--- config.mk ---
export PLATFORM = sky130hd
export DESIGN_NAME = sine_pwm_flat
export DESIGN_NICKNAME = d
export VERILOG_FILES = /design/src/rtl/sine_pwm_pkg.sv /design/src/rtl/sine_pwm_if.sv /design/src/rtl/ltu.sv /design/src/rtl/sine_pwm_cnt.sv /design/src/rtl/sine_pwm.sv /design/src/flat_wrapper.sv
export SDC_FILE = /design/constraint.sdc
export NUM_CORES = 1
export LEC_CHECK = 0
export BUFFER_PORTS_ARGS = -buffer_cell sky130_fd_sc_hd__clkbuf_2
export CORE_ASPECT_RATIO = 1.5
export CORE_MARGIN = 8
export CORE_UTILIZATION = 50
export DETAILED_ROUTE_END_ITERATION = 10
export PLACE_DENSITY = 0.72
export SYNTH_ARGS = -nofsm -noshare
export SYNTH_HDL_FRONTEND = slang
export SYNTH_SLANG_ARGS = --single-unit
export TNS_END_PERCENT = 30
--- constraint.sdc ---
create_clock -name clk -period 2.1 [get_ports clk]
set_clock_uncertainty 0.05 [all_clocks]
set_input_delay 0.105 -clock clk [delete_from_list [all_inputs] [get_ports clk]]
set_output_delay 0.105 -clock clk [all_outputs]
set_load 0.005 [all_outputs]
--- src/rtl/sine_pwm_pkg.sv ---
// Shared defaults and state encoding for the sine-driven PWM block.
// Holds the LEN/PERIOD defaults and the IDLE/RUN state type.
package sine_pkg;

  localparam int unsigned LEN_DEF    = 8;
  localparam int unsigned PERIOD_DEF = 200;

  typedef enum logic {
    IDLE = 1'b0,
    RUN  = 1'b1
  } state_e;

endpackage

--- src/rtl/sine_pwm_if.sv ---
// Valid/ready sample stream from the sine generator into the PWM block.
// The generator drives the master side; the PWM block takes the slave side.
interface sine_pwm_if
  import sine_pkg::*;
#(
  parameter int unsigned LEN = LEN_DEF
);

  logic [LEN-1:0] in_data;
  logic           in_valid;
  logic           in_ready;

  modport master (output in_data, output in_valid, input in_ready);
  modport slave  (input in_data, input in_valid, output in_ready);

endinterface

--- src/rtl/ltu.sv ---
// Unsigned less-than primitive shared across the codebase.
module ltu #(
  parameter int unsigned W = 8
) (
  input  logic [W-1:0] a_i,
  input  logic [W-1:0] b_i,
  output logic         lt_o
);

  assign lt_o = a_i < b_i;

endmodule

--- src/rtl/sine_pwm_cnt.sv ---
// Modulo-PERIOD up-counter with enable; wrap_o flags the last count while enabled.
module sine_pwm_cnt #(
  parameter int unsigned W      = 9,
  parameter int unsigned PERIOD = 200
) (
  input  logic         clk,
  input  logic         rst_n,
  input  logic         en_i,
  output logic [W-1:0] cnt_o,
  output logic         wrap_o
);

  localparam logic [W-1:0] LAST = W'(PERIOD - 1);

  logic [W-1:0] cnt_q, cnt_d;

  assign wrap_o = en_i && (cnt_q == LAST);
  assign cnt_o  = cnt_q;

  always_comb begin
    cnt_d = cnt_q;
    if (en_i) begin
      cnt_d = wrap_o ? '0 : cnt_q + 1'b1;
    end
  end

  always_ff @(posedge clk or negedge rst_n) begin
    if (!rst_n) begin
      cnt_q <= '0;
    end else begin
      cnt_q <= cnt_d;
    end
  end

endmodule

--- src/rtl/sine_pwm.sv ---
// Sine-sample PWM modulator: one sample per PWM period, one-entry lookahead buffer,
// underrun flag when a period starts without a fresh sample.
module sine_pwm
  import sine_pkg::*;
#(
  parameter int unsigned LEN    = LEN_DEF,
  parameter int unsigned PERIOD = PERIOD_DEF
) (
  input  logic        clk,
  input  logic        rst_n,
  sine_pwm_if.slave   in_if,
  output logic        pwm_out,
  output logic        period_start,
  output logic        underrun
);

  // One extra bit so that PERIOD == 2**LEN is representable in the compare.
  localparam int unsigned     CW    = LEN + 1;
  localparam logic [CW-1:0]   PER_W = CW'(PERIOD);

  state_e         state_q, state_d;
  logic [LEN-1:0] active_q, active_d;
  logic [LEN-1:0] next_q, next_d;
  logic           next_valid_q, next_valid_d;
  logic           underrun_q, underrun_d;
  logic           alive_q;

  logic           run;
  logic           wrap;
  logic           xfer;
  logic           lt;
  logic [CW-1:0]  cnt;
  logic [CW-1:0]  active_ext;
  logic [CW-1:0]  duty;

  assign run = (state_q == RUN);

  sine_pwm_cnt #(
    .W      (CW),
    .PERIOD (PERIOD)
  ) u_cnt (
    .clk    (clk),
    .rst_n  (rst_n),
    .en_i   (run),
    .cnt_o  (cnt),
    .wrap_o (wrap)
  );

  // alive_q keeps in_ready low until the first edge after reset release.
  assign in_if.in_ready = alive_q && (!run || !next_valid_q || wrap);
  assign xfer           = in_if.in_valid && in_if.in_ready;

  assign active_ext = {1'b0, active_q};
  assign duty       = (active_ext >= PER_W) ? PER_W : active_ext;

  ltu #(
    .W (CW)
  ) u_cmp (
    .a_i  (cnt),
    .b_i  (duty),
    .lt_o (lt)
  );

  assign pwm_out      = run && lt;
  assign period_start = run && (cnt == '0);
  assign underrun     = underrun_q;

  always_comb begin
    state_d      = state_q;
    active_d     = active_q;
    next_d       = next_q;
    next_valid_d = next_valid_q;
    underrun_d   = 1'b0;
    case (state_q)
      IDLE: begin
        if (xfer) begin
          state_d  = RUN;
          active_d = in_if.in_data;
        end
      end
      RUN: begin
        if (wrap) begin
          // At the wrap the buffer is consumed and may be refilled in the same cycle.
          underrun_d   = !next_valid_q;
          if (next_valid_q) begin
            active_d = next_q;
          end
          next_valid_d = xfer;
          if (xfer) begin
            next_d = in_if.in_data;
          end
        end else if (xfer) begin
          next_d       = in_if.in_data;
          next_valid_d = 1'b1;
        end
      end
      default: state_d = IDLE;
    endcase
  end

  always_ff @(posedge clk or negedge rst_n) begin
    if (!rst_n) begin
      state_q      <= IDLE;
      active_q     <= '0;
      next_q       <= '0;
      next_valid_q <= 1'b0;
      underrun_q   <= 1'b0;
      alive_q      <= 1'b0;
    end else begin
      state_q      <= state_d;
      active_q     <= active_d;
      next_q       <= next_d;
      next_valid_q <= next_valid_d;
      underrun_q   <= underrun_d;
      alive_q      <= 1'b1;
    end
  end

endmodule

--- src/flat_wrapper.sv ---
// flat-port wrapper written by rule: the top's interface ports become plain ports
module sine_pwm_flat import sine_pkg::*;
#(
  parameter int unsigned LEN    = LEN_DEF,
  parameter int unsigned PERIOD = PERIOD_DEF
)
  (clk, rst_n, pwm_out, period_start, underrun, in_if_in_data, in_if_in_valid, in_if_in_ready);
  sine_pwm_if #(.LEN(LEN)) in_if_i ();
  input  logic clk;
  input  logic rst_n;
  output logic pwm_out;
  output logic period_start;
  output logic underrun;
  input wire logic [$bits(in_if_i.in_data)-1:0] in_if_in_data;
  input wire logic [$bits(in_if_i.in_valid)-1:0] in_if_in_valid;
  output wire logic [$bits(in_if_i.in_ready)-1:0] in_if_in_ready;
  assign in_if_i.in_data = in_if_in_data;
  assign in_if_i.in_valid = in_if_in_valid;
  assign in_if_in_ready = in_if_i.in_ready;
  sine_pwm #(.LEN(LEN), .PERIOD(PERIOD)) u_core (.clk(clk), .rst_n(rst_n), .in_if(in_if_i), .pwm_out(pwm_out), .period_start(period_start), .underrun(underrun));
endmodule
==> results of run 1 <==
cells in the final DEF, fill, tap and decap left out, types with 3 or more instances in the layout:
cell	Yosys	routed
dfrtp_1	29	29
clkbuf_2	0	14
nand2_1	12	11
nor2_1	9	9
nand3_1	9	8
a21oi_1	8	8
o22ai_1	8	8
mux2_4	8	8
ha_1	9	8
buf_4	0	7
clkbuf_8	0	6
inv_1	5	5
nand4_1	5	5
o21ai_0	4	4
a31oi_1	3	3
and3_1	3	3
xnor2_1	3	3
synthesized netlist by cell type, drive strengths merged, types with 4 or more instances:
library cell  instances
nand3                 9
ha                    9
o22ai                 8
nand4                 5
o21ai                 4
mux2                  8
nor2                  9
nand2                13
a21oi                 8
dfrtp                29
inv                   5
sequential cells by signal (all words and copies together), names as in the netlist:
name                 count
u_core.alive_q           1
u_core.next_valid_q      1
u_core.active_q          8
u_core.run               1
u_core.next_q            8
u_core.u_cnt.cnt_o       9
u_core.underrun          1
logic make-up after synthesis:
| logic type | Yosys count | share of synthesized area |
|---|---|---|
| mux | 8 | 0.0804 |
| compound gates | 27 | 0.108 |
| xor+xnor | 5 | 0.0293 |
| fa+ha+maj | 9 | 0.0754 |
| simple gates | 51 | 0.188 |
| other cells | 1 | 0.00251 |
| flops | 29 | 0.486 |
| buf+inv | 10 | 0.0310 |
metrics by stage:
step	power [mW]	worst slack [ps]	instance area [µm²]	instances
3_5_place_dp	1.57	44.8	1620	193
3_3_place_gp	1.53	92.8	1620	193
6_report	2.27	-42.1	1800	204
4_1_cts	2.24	-48.7	1790	204
2_1_floorplan	1.33	223	1490	140
5_1_grt	2.45	-179	1800	204
worst paths after layout:
| path | start | to | slack (ps) |
|---|---|---|---|
| setup / recovery | u_core.active_q[3] | pwm_out | -40 |
| hold reg to reg | u_core.next_q[6] | u_core.next_q[6] | 460 |
| max in group asynchronous | rst_n | u_core.next_q[0] | 1200 |
| setup reg to reg | u_core.u_cnt.cnt_o[0] | u_core.next_q[7] | 150 |
| hold / removal | in_if_in_data[3] | u_core.next_q[3] | 20 |
| min in group asynchronous | rst_n | u_core.next_valid_q | 350 |
area by class of cell:
class / instances / area [µm²]
Clock buffer: 6 / 82.6
Clock inverter: 2 / 37.5
Fill cell: 255 / 1080
Inverter: 5 / 18.8
Multi-Input combinational cell: 101 / 756
Sequential cell: 29 / 726
Tap cell: 39 / 48.8
Timing Repair Buffer: 22 / 133
power by group through the flow:
| stage | combinational, mW | sequential, mW | clock, mW |
|---|---|---|---|
| after floorplan | 0.482 | 0.848 | 0 |
| after global placement | 0.660 | 0.870 | 0 |
| after detailed placement | 0.695 | 0.876 | 0 |
| after CTS | 0.755 | 0.874 | 0.615 |
| after global routing | 0.912 | 0.906 | 0.635 |
| final | 0.786 | 0.883 | 0.599 |
metal layers:
metal  track usage  part of all wire  vias up
met2         0.232              0.53       20
li1              -                 -      550
met5             0                 0        -
met3        0.0386             0.030        9
met4        0.0810             0.031        0
met1         0.153              0.41      551
repair_timing:
action,in CTS,in global routing
resized for setup,4,2
endpoints found under the setup margin,1,1
pin swaps,1,0
hold endpoints to repair,29,0
setup buffers,2,0
hold buffers,1,0
==> flow_summary.toml, run 1 <==
[global_routing]
overflow = 0
grt_pass1_vias = 1224
grt_max_degree = 30
track_usage = 0.141
antenna_found_initial = 0
grt_pass1_wl_um = 5460

[clock_tree]
cts_sinks = 29
tritoncts = "yes"
cts.clk_slew.worst_paths_ps = 70
clock_latency_ps = 280
cts_made_buffers = 5
cts_buffer_depth = 2
clockRootBuffer = "clkbuf_8"
htreeDepth = 2

[hold_path]
holdCritPathClass = "in2reg"
hold-path-cell-count = 2

[sta]
finalCritPeriodShare = 1.02
max_freq_ghz = 0.467
min_period_ps = 2140
hold-worst-slack_ps = 22.7
max_slew.worst_pin.slew_ps = 703
relSlewSlack = 0.531
layout_setup_ws_ps = -42.1
hold_viol = 0
finalSetupViolCount = 1
drv_slew = 0
rsz0062_at_grt = "true"
tns_ps = -42.1

[status]
status = "finished, violations left"
failed_checks = "negative setup slack"

[yosys]
netlist_area_um2 = 1490
ys_async_sr_fraction = 1.00
syn_nets = 160
synth_cells = 140
synth_edf_count = 0
synth.area.top_cells = "dfrtp_1, mux2_4, ha_1"
yosysWarningCount = 0
postSynthAreaPerCell_um2 = 10.7
synth.top_cell.area_share = 0.486
yosysSeqAreaShare = 0.486
synth_seq_cells = 29
synth_top_cell_by_area = "dfrtp_1"
synth.distinct_cells = 35
synth_top_flop_cell = "dfrtp_1"

[power]
p_switching_uw = 777
leakage_nw = 0.875
pwr-share-seq = 0.389
p_sw_frac = 0.343
p_comb_frac = 0.347
p_clk_frac = 0.264
power_density_nw_per_um2 = 1260
vdd.ir_drop.worst_mv = 0.731
p_int_mw = 1.49

[final_layout]
layout-drive-gt1-share = 0.279
utilization = 0.625
area_delta_synth_final_pct = 20.6
layout.nets = 184
antennaDiodeCount = 0

[worst_setup_path]
critPathBufInv = 2
critPathKind = "reg2out"
cp_max_fo = 3
max_stage_delay_ps = 400
crit_path_start_kind = "flip-flop"
critPathCaptureType = "output pin"
arrival_ps = 1990
reg2reg_depth = 5
slowest_stage = "dfrtp_1"
worstPathRequired_ps = 1950
worst-path-stages = 8
crit_family = "compound AO/OA/AOI/OAI gates"
crit_chain = "o311ai_2 > buf_4 > nand2_1 > ha_1 > nand3_2 > a311oi_2 > nor3_1 > clkbuf_2"

[flow_run]
cap_violations = 0

[placed_design]
place_congestion = 0.912
dp_hpwl_um = 2330
io_buffers = 14

[floorplanning]
die_h_um = 82.9
dieArea_um2 = 5030
coreArea_um2 = 2880
ios = 15
start_util = 0.518
rows = 24
die_w_um = 60.6

[detailed_routing]
post_drt_wl_per_cell_um = 15.5
initialDrtViolationCount = 34
finalWirelength_um = 3170
vias = 1130
dr.pass1.iters = 4
drc_errors = 0
final_antenna_net_count = 0
vias_per_cell = 5.54
No activity file was read; power rests on OpenSTA's default activity.
==> inputs of run 2 (changes only) <==
- PLACE_DENSITY: 0.72 -> 0.75
- RECOVER_POWER: default -> 100
- clock period: 2.1 -> 1.85 ns (I/O delays scaled with it)
==> run 2 against run 1 <==
  * Hold slack got worse by 21 ps
  * Power grew 17%
  * First-iteration DRC count is 18% lower
  * The run still ends with negative setup slack left
  * Count of clock-buffer cells in the layout rose by 1
==> flow_summary.toml, run 2 (synthesis results as in run 1) <==
[final_layout]
layout.nets = 193
largest_register_ffs = 9
area_delta_synth_final_pct = 25.4
layout-drive-gt1-share = 0.310
antennaDiodeCount = 0
final_common_cell = "dfrtp_1"
final_cell_mix = "dfrtp_1, clkbuf_2, nand2_1"

[worst_setup_path]
critPathCaptureType = "output pin"
crit_path_start_kind = "flip-flop"
worstPathRequired_ps = 1710
critPathKind = "reg2out"
arrival_ps = 2040
cp_max_fo = 3

[global_routing]
overflow = 0
antenna_found_initial = 0
track_usage = 0.155
grt_pass1_wl_um = 5870
grt_pass1_vias = 1305
grt_max_degree = 30

[sta]
finalSetupViolCount = 19
relSlewSlack = 0.512
drv_slew = 0
max_freq_ghz = 0.459
finalCritPeriodShare = 1.18
tns_ps = -2050
min_period_ps = 2180
layout_setup_ws_ps = -328
max_slew.worst_pin.slew_ps = 732
hold_viol = 0
rsz0062_at_grt = "true"

[clock_tree]
cts_buffer_depth = 2
clock_latency_ps = 290
cts_sinks = 29
htreeDepth = 2
clockRootBuffer = "clkbuf_8"
cts.clk_slew.worst_paths_ps = 60
cts_made_buffers = 5
tritoncts = "yes"

[floorplanning]
die_h_um = 82.9
rows = 24
ios = 15
die_w_um = 60.6
coreArea_um2 = 2880
start_util = 0.518
dieArea_um2 = 5030

[detailed_routing]
wl_met3_um = 163
post_drt_wl_per_cell_um = 16.5
finalWirelength_um = 3520
drt-met1-wl_um = 1360
vias_per_cell = 5.69
initialDrtViolationCount = 28
drc_errors = 0
vias = 1212
final_antenna_net_count = 0
dr.pass1.iters = 4
met2_length_um = 1870
top_layer = "met4"

[flow_run]
cap_violations = 0

[status]
failed_checks = "negative setup slack"
status = "finished, violations left"

[placed_design]
post-place-ws_ps = -42.7
place_congestion = 0.841
io_buffers = 14
dp_hpwl_um = 2290

[hold_path]
holdCritPathClass = "in2reg"

[power]
leakage_nw = 0.907
vdd.ir_drop.worst_mv = 0.808
power_density_nw_per_um2 = 1410
==> run 2: changes by cell type in the layout (fill, tap and decap cells not counted), sizes merged <==
cell,change
buf,+4
clkbuf,+3
dlygate4sd3,+3
bufinv,-1
clkinv,+1
clkinvlp,-1
==> run 2: worst paths after layout <==
check | slack, ps | from | endpoint | depth (start not counted)
max | -330 | u_core.active_q[4] | pwm_out | 8
min | 2 | in_if_in_data[6] | u_core.next_q[6] | 2
max reg2reg | -110 | u_core.u_cnt.cnt_o[4] | u_core.active_q[3] | 6
min reg2reg | 460 | u_core.next_valid_q | u_core.underrun | 1
max in group asynchronous | 900 | rst_n | u_core.active_q[3] | 2
min in group asynchronous | 340 | rst_n | u_core.u_cnt.cnt_o[7] | 2
==> run 2: layer usage <==
layer  GRT usage  vias up
li1            -      570
met1       0.157      590
met2       0.256       38
met3      0.0602       14
met4      0.0896        0
met5           0        -
==> run 2: critical path, cell delays in order (launching register included) <==
cell	delay [ps]
dfrtp_1	420
o311ai_4	320
buf_4	180
nand2_2	60
ha_4	270
nand3_2	80
a311oi_2	200
nor3_1	80
buf_2	130
==> run 2: through the flow <==
| step | power, mW | hold WS [ps] | cells | util | instance area [µm²] |
|---|---|---|---|---|---|
| floorplan | 1.51 | -253 | 140 | - | 1490 |
| global placement | 1.81 | 125 | 200 | 0.581 | 1680 |
| detailed placement | 1.86 | 138 | 200 | 0.581 | 1680 |
| CTS | 2.59 | 0.0170 | 213 | 0.650 | 1870 |
| global route | 2.82 | 4.48 | 213 | 0.650 | 1870 |
| finish | 2.64 | 1.59 | 213 | 0.650 | 1870 |
==> run 2: layout make-up <==
type                       instances  area [µm²]
fill                             248        1010
multi-input combinational        101         785
sequential                        29         727
timing repair buffer              31         193
clock buffer                       7        96.3
tap                               39        48.8
inverter                           5        18.8
clock inverter                     1        5.00
==> run 2: timing repair <==
action | 4_1_cts | 5_1_grt
hold endpoints to repair | 32 | 0
hold buffers | 4 | 0
pin swaps | 1 | 1
buffers inserted | 1 | 0
setup endpoints to repair | 1 | 10
resized for setup | 7 | 8
==> run 2: where the power goes <==
group	total, mW	internal, mW	switching (mW)	leakage, nW
logic	1.06	0.535	0.526	0.499
clock network	0.588	0.336	0.253	0.0542
registers	0.994	0.807	0.188	0.354
==> inputs of run 3 (changes only) <==
- CTS_BUF_LIST: default -> sky130_fd_sc_hd__clkbuf_4 sky130_fd_sc_hd__clkbuf_8 sky130_fd_sc_hd__clkbuf_16
- SETUP_SLACK_MARGIN: default -> 0.5
==> run 3 against run 2 <==
  * The flow still finishes with violations (negative setup slack)
  * Clock power decreased by 8.5%
  * Global-route usage shrank 0.25 points
  * Critical path depth is 1 lower
  * Die area unchanged
  * Core utilization up 6.7 points
  * Via count up 0.41%
  * Fmax rose by 2.6%
  * Combinational power is 17% higher
  * Routed wire length increased by 4.3%
  * Hold slack improved by 20 ps
  * Final area rose by 10%
  * Cell count decreased by 0.47%
==> flow_summary.toml, run 3 (synthesis results as in run 1) <==
[status]
status = "finished, violations left"
failed_checks = "negative setup slack"

[power]
leakage_nw = 0.963
power_density_nw_per_um2 = 1370
p_clk_frac = 0.191
p_switching_mw = 1.04
p_sw_frac = 0.370
pwr-share-seq = 0.372
p_int_mw = 1.78
p_comb_frac = 0.438
vdd.ir_drop.worst_mv = 1.14

[final_layout]
layout-drive-gt1-share = 0.514
layout.nets = 193
seqCellArea_um2 = 729
fillCellCount = 210
final_common_cell = "dfrtp_1"
stdcell_count = 212
antennaDiodeCount = 0
multi_input_area_um2 = 956
largest_register_ffs = 9
final_cell_mix = "dfrtp_1, buf_4, clkbuf_2"
area_delta_synth_final_pct = 38.4

[sta]
max_slew.worst_pin.slew_ps = 735
layout_setup_ws_ps = -272
finalCritPeriodShare = 1.15
finalSetupViolCount = 1
relSlewSlack = 0.510
min_period_ps = 2120
rsz0062_at_grt = "true"
tns_ps = -272
hold_viol = 0
max_freq_ghz = 0.471
drv_slew = 0
hold-worst-slack_ps = 22.0

[detailed_routing]
initialDrtViolationCount = 30
finalWirelength_um = 3670
vias_per_cell = 5.74
vias = 1217
final_antenna_net_count = 0
drc_errors = 0
dr.pass1.iters = 4
post_drt_wl_per_cell_um = 17.3

[worst_setup_path]
arrival_ps = 1980
worstPathRequired_ps = 1710
crit_path_start_kind = "flip-flop"
critPathCaptureType = "output pin"
slowest_stage = "dfrtp_1"
crit_chain = "o311ai_4 > nand2_1 > ha_1 > nand3_2 > a311oi_2 > nor3_1 > buf_2"
cp_max_fo = 4
max_stage_delay_ps = 410
critPathKind = "reg2out"

[placed_design]
dp_hpwl_um = 2250
io_buffers = 14
place_congestion = 0.866
dp_cells = 195

[global_routing]
overflow = 0
grt_pass1_vias = 1266
track_usage = 0.153
antenna_found_initial = 0
grt_pass1_wl_um = 5820
grt_max_degree = 30

[clock_tree]
cts_sinks = 29
cts_buffer_depth = 2
cts_made_buffers = 5
tritoncts = "yes"
clock_latency_ps = 280
htreeDepth = 2
clockRootBuffer = "clkbuf_8"
cts.clk_slew.worst_paths_ps = 60

[floorplanning]
dieArea_um2 = 5030
ios = 15
start_util = 0.518
rows = 24
die_w_um = 60.6
coreArea_um2 = 2880
die_h_um = 82.9

[hold_path]
holdCritPathClass = "in2reg"

[flow_run]
cap_violations = 0
-- run 3: cell count changes in the layout (fill, tap and decap cells not counted), moves of 3 or more --
cell           before  now
and3_1              3    0
a21oi_2             1    4
clkbuf_1            3    0
o22ai_2             0    5
o22ai_1             8    0
a21oi_1             7    4
and3_4              0    3
buf_4               9   12
nand3_2             1    5
dlygate4sd3_1       4    1
o22ai_4             0    3
buf_6               0    5
nand3_1             8    3
-- run 3: layout make-up --
cell class	instances	share of cell area
Sequential cell	29	0.353
Multi-Input combinational cell	101	0.462
Tap cell	39	0.0236
Timing Repair Buffer	31	0.107
Clock buffer	7	0.0436
Inverter	5	0.0103
-- run 3: metrics by stage --
stage | area (µm²) | power [mW] | util | worst slack, ps
4_1_cts | 1960 | 2.63 | 0.678 | -216
3_3_place_gp | 1660 | 1.76 | 0.574 | 66.5
5_1_grt | 2070 | 2.99 | 0.717 | -362
6_report | 2070 | 2.82 | 0.717 | -272
2_1_floorplan | 1510 | 1.54 | - | 180
3_5_place_dp | 1660 | 1.83 | 0.574 | -1.57
-- run 3: power by group through the flow --
| stage | clock (mW) | combinational (mW) | sequential, mW |
|---|---|---|---|
| final | 0.538 | 1.24 | 1.05 |
| after global routing | 0.579 | 1.34 | 1.07 |
| after CTS | 0.548 | 1.06 | 1.02 |
| after detailed placement | 0 | 0.819 | 1.01 |
| after global placement | 0 | 0.763 | 1.00 |
| after floorplan | 0 | 0.564 | 0.976 |
-- run 3: final timing paths --
kind / from / end / slack [ps] / cells past startpoint
max: u_core.active_q[3] / pwm_out / -270 / 7
min: in_if_in_data[6] / u_core.next_q[6] / 20 / 2
max reg2reg: u_core.u_cnt.cnt_o[4] / u_core.active_q[6] / 90 / 6
min reg2reg: u_core.next_valid_q / u_core.underrun / 470 / 1
max in group asynchronous: rst_n / u_core.u_cnt.cnt_o[4] / 880 / 2
min in group asynchronous: rst_n / u_core.u_cnt.cnt_o[7] / 360 / 2
-- run 3: what timing repair did --
item,CTS,global route
endpoints found under the hold margin,29,0
pin swaps,16,17
gates resized for setup,32,24
setup endpoints to repair,27,27
hold buffers,1,0
setup buffers,6,3
-- run 3: routing by layer --
metal / vias up / global-route usage / wire length (µm)
li1: 576 / - / -
met1: 604 / 0.163 / 1440
met2: 31 / 0.257 / 2060
met3: 6 / 0.0448 / 106
met4: 0 / 0.0768 / 61
met5: - / 0 / 0
-- run 3: critical path: cells and delay by family (launching register included) --
kind	cells	cell delay, ps
buf+inv	1	130
flops	1	410
fa+ha+maj	1	330
simple gates	3	290
compound gates	2	550
